==> src/rtl/euler1_param_engine.sv <==
// Sum-of-multiples engine: accumulates every n in [0, limit) divisible by DIV_A or DIV_B
// using modulo counters, with a serial limit load port and a sliced, registered readout.
module euler1_param_engine #(
    parameter int LIMIT_W       = 10,
    parameter int SUM_W         = 18,
    parameter int SLICE_W       = 6,
    parameter int DATA_W        = 3,
    parameter int DIV_A         = 3,
    parameter int DIV_B         = 5,
    parameter int DEFAULT_LIMIT = 1000,
    parameter bit AUTO_START    = 1'b1,
    parameter int SEL_W         = (((SUM_W + SLICE_W - 1) / SLICE_W) > 1) ?
                                  $clog2((SUM_W + SLICE_W - 1) / SLICE_W) : 1
) (
    input  logic               clk,
    input  logic               rst,
    input  logic               write_en,
    input  logic [DATA_W-1:0]  data_in,
    input  logic               start,
    input  logic [SEL_W-1:0]   mux_sel,
    output logic [SLICE_W-1:0] result,
    output logic               valid,
    output logic               busy,
    output logic               overflow
);

    localparam int CA_W    = $clog2(DIV_A);
    localparam int CB_W    = $clog2(DIV_B);
    localparam int SUM_XW  = SUM_W + 1;
    localparam int N_SLOTS = 1 << SEL_W;
    localparam int PAD_W   = N_SLOTS * SLICE_W;

    localparam logic [CA_W-1:0]    CA_LAST   = CA_W'(DIV_A - 1);
    localparam logic [CB_W-1:0]    CB_LAST   = CB_W'(DIV_B - 1);
    localparam logic [LIMIT_W-1:0] LIMIT_RST = LIMIT_W'(DEFAULT_LIMIT);

    typedef enum logic [1:0] {IDLE, RUN, DONE} state_t;

    state_t             state;
    logic [LIMIT_W-1:0] limit;
    logic [LIMIT_W-1:0] n;
    logic [SUM_W-1:0]   sum;
    logic [CA_W-1:0]    ca;
    logic [CB_W-1:0]    cb;
    logic [SUM_XW-1:0]  sum_ext;
    logic [PAD_W-1:0]   sum_pad;
    logic [SLICE_W-1:0] slice_next;
    logic               hit;

    // A zero residue in either counter marks n as a multiple of that divisor.
    assign hit     = (ca == '0) || (cb == '0);
    assign sum_ext = {1'b0, sum} + SUM_XW'(n);
    assign sum_pad = PAD_W'(sum);
    assign busy    = (state == RUN);

    // Slices beyond the top of the sum fall into the zero padding.
    always_comb begin
        slice_next = '0;
        for (int i = 0; i < N_SLOTS; i++) begin
            if (mux_sel == SEL_W'(i)) begin
                slice_next = sum_pad[i*SLICE_W +: SLICE_W];
            end
        end
    end

    always_ff @(posedge clk) begin
        if (rst) begin
            state    <= AUTO_START ? RUN : IDLE;
            limit    <= LIMIT_RST;
            n        <= '0;
            sum      <= '0;
            ca       <= '0;
            cb       <= '0;
            valid    <= 1'b0;
            overflow <= 1'b0;
            result   <= '0;
        end else begin
            result <= slice_next;
            case (state)
                RUN: begin
                    if (n < limit) begin
                        if (hit) begin
                            sum <= sum_ext[SUM_W-1:0];
                            if (sum_ext[SUM_W]) begin
                                overflow <= 1'b1;
                            end
                        end
                        n  <= n + LIMIT_W'(1);
                        ca <= (ca == CA_LAST) ? '0 : ca + CA_W'(1);
                        cb <= (cb == CB_LAST) ? '0 : cb + CB_W'(1);
                    end else begin
                        state <= DONE;
                        valid <= 1'b1;
                    end
                end
                default: begin
                    // A limit write takes priority over a simultaneous start.
                    if (write_en) begin
                        limit <= LIMIT_W'({limit, data_in});
                    end else if (start) begin
                        n        <= '0;
                        sum      <= '0;
                        ca       <= '0;
                        cb       <= '0;
                        overflow <= 1'b0;
                        valid    <= 1'b0;
                        state    <= RUN;
                    end
                end
            endcase
        end
    end

endmodule

==> config.mk <==
export PLATFORM = sky130hd
export DESIGN_NAME = euler1_param_engine
export DESIGN_NICKNAME = d
export VERILOG_FILES = /design/src/rtl/euler1_param_engine.sv
export SDC_FILE = /design/constraint.sdc
export NUM_CORES = 1
export LEC_CHECK = 0
export ABC_CLOCK_PERIOD_IN_PS = 3500
export CAP_MARGIN = 15
export CORE_ASPECT_RATIO = 1.75
export CORE_MARGIN = 1.5
export CORE_UTILIZATION = 59
export DETAILED_ROUTE_END_ITERATION = 12
export PLACE_DENSITY = 0.79
export SLEW_MARGIN = 20
export SYNTH_ARGS = -nofsm -noshare
export SYNTH_HDL_FRONTEND = slang
export SYNTH_SLANG_ARGS = --single-unit
==> constraint.sdc <==
create_clock -name clk -period 3.5 [get_ports clk]
set_input_delay 0.7 -clock clk [delete_from_list [all_inputs] [get_ports clk]]
set_output_delay 0.7 -clock clk [all_outputs]
set_load 0.1 [all_outputs]
==> qor.yml <==
ys_seq_elements: 52
drive_gt1_frac: 0.05108
dp_hpwl_um: 5325
critPathMaxStageDelay_ps: 500
dieArea_mm2: 0.005574
grt_max_degree: 26
fillers: 432
tns_ps: 0
grt_pass1_vias: 2647
fin_worst_skew_ps: 8.940
cp.arrival_ps: 2880
post-route-util: 0.6658
setup_ws_ps: 824.7
internal-power_uw: 1073
cts_sinks: 52
min_period_over_period: 0.7644
max_slew_margin: 0.3567
hold_class: "register to register"
grt_remaining_overflow: 0
rows: 34
grt_antenna_before_repair: 0
required_ps: 3700
reg2regPathDepth: 9
yosysSeqAreaShare: 0.3447
cts_hold_buf: 0
swShare: 0.4106
post_cts.repair.setup_buffers: 0
synth.avg_cell_area_um2: 8.367
numCtsBuffers: 5
maxCapViolations: 0
viasPerCell: 6.406
cts-root-buf: "clkbuf_8"
drc: 0
grt_first_pass_wirelength_um: 11820
drt-pass1-iter-count: 4
die_w_um: 57.09
cts_tree: "yes"
critical_path_depth: 9
cpMaxStageDelayCell: "or4_1"
synth_area_leaders: "dfxtp_1 (34%), ha_1 (9.1%), a21oi_1 (7.6%)"
hold_viol_final: 0
core-area_mm2: 0.004935
gp_congestion: 0.9038
run_status: "complete, no violations"
critPathCaptureType: "register"
power_frac_seq: 0.406
p_total_uw: 1821
dp_slack_ps: 705.5
clock.fmax_mhz: 373.8
antenna_cells: 0
ant_nets: 0
critPathMaxFanout: 5
path_cells: "ha_1 > inv_1 > fa_1 > nor2b_1 > o31ai_1 > a221oi_1 > nor2_1 > or4_1 > mux2i_1"
yosys.area.top_type: "dfxtp_1"
syn_nets: 393
slew_violations: 0
io_buffers: 17
die_y_um: 97.65
ctsResizeCount: 0
synth_warnings: 0
rsz0062_at_grt: "false"
postSynthCellCount: 361
finalSetupViolations: 0
wire_per_inst_um: 16.72
yosys.cell_count.top_type: "dfxtp_1"
clock_path_buffers: 2
share_comb_of_total_power: 0.400
critPathLaunchType: "register"
grt_util_all_layers: 0.2721
synth_flop_cell: "dfxtp_1"
vias: 2729
synthToLayoutAreaGrowth_pct: 8.782
htree_levels: 2
initial_core_util: 0.6121
p_leak_uw: 0.001329
peakVddDrop_mv: 0.6274
holdWs_ps: 467.6
fin_nets: 403
max_slew.worst_pin.slew_ps: 962.0
period_minus_slack_ps: 2675
synth_cell_types: 51
p_switching_uw: 747.7
synth_top_area_frac: 0.3447
critPathTopFamily: "simple AND/OR/NAND/NOR gates"
synth-async-reset-ratio: 0
insertion_delay_ps: 310
clkPwrFrac: 0.194
power.density_mw_per_mm2: 554.2
yosys-top-cells-count: "dfxtp_1 (52), a21oi_1 (46), nand2_1 (34), nor2_1 (25), ha_1 (22)"
io_pins: 18
routed_wl_um: 7124
path_class: "register to register"
holdPathStages: 2
path_clk_slew_ps: 90
initialDrtViolationCount: 135
syn_area_mm2: 0.003020
synth_edf_count: 0
crit_buf_inv: 1
## stage by stage
stage,std cells,instance area (um2)
2_1_floorplan,361,3020
3_3_place_gp,418,3196
3_5_place_dp,418,3196
4_1_cts,426,3286
5_1_grt,426,3286
6_report,426,3286
## cells by family after synthesis
group / synth area share
AND/OR/NAND/NOR: 0.2150
AO/OA/AOI/OAI: 0.2262
flip-flops: 0.3447
buffers and inverters: 0.05551
adder cells (fa/ha/maj): 0.09776
multiplexers: 0.04639
XOR/XNOR: 0.01450
## registers in the layout, summed over array words and instances (netlist names)
signal / cells
overflow: 1
state: 1
limit: 10
n: 10
valid: 1
sum: 18
cb: 3
ca: 2
result: 6
## layout make-up
type                    count  area [um2]  area share
clock buffers               8       90.09     0.02742
inverters                  20       87.58     0.02666
multi-input cells         272        1812      0.5514
flip-flops and latches     52        1041      0.3168
well taps                  54       67.56     0.02056
repair buffers             20       187.7     0.05712
## layer usage
layer,share of wire,vias to the layer above,global-route usage
met3,0.031,36,0.03462
met2,0.55,71,0.5040
met5,0,-,0
met4,0.058,0,0.1914
li1,-,1324,-
met1,0.36,1298,0.2621
## power groups by stage
stage | Sequential, uW | Clock (uW) | Combinational, uW
finish | 739 | 353 | 729
global route | 749 | 380 | 810
CTS | 739 | 365 | 732
detailed placement | 753 | 0 | 729
global placement | 751 | 0 | 713
floorplan | 775 | 0 | 574
## cells in the final DEF, fill, tap and decap left out, drive strengths merged, types with 3 or more instances in the layout
cell type      count
inv               19
ha                22
a21oi             48
nand2             34
mux2i             14
nand3b             5
or4                6
a311o              6
or3                7
clkdlybuf4s50     15
o21a               6
a21o               5
o21ai             14
nand2b            11
nor2              25
a211oi             3
o31ai              6
xor2               3
nor2b              4
nand4              4
clkbuf             8
dfxtp             52
nand3             15
and3               3
buf                5
nor3               7
## final timing paths
kind	end	from	slack, ps
setup reg to reg	sum[14]$_SDFFE_PP0P_	n[0]$_SDFFE_PP0P_	820
setup / recovery	sum[14]$_SDFFE_PP0P_	n[0]$_SDFFE_PP0P_	820
hold reg to reg	ca[1]$_SDFFE_PP0P_	ca[1]$_SDFFE_PP0P_	470
hold / removal	ca[1]$_SDFFE_PP0P_	ca[1]$_SDFFE_PP0P_	470
## tightest hold or removal path: cells and delay by family, from the launching register on
kind / cells / cell delay (ps)
flops: 1 / 320
simple gates: 1 / 50
compound gates: 1 / 50
(Power assumes the default switching activity.)
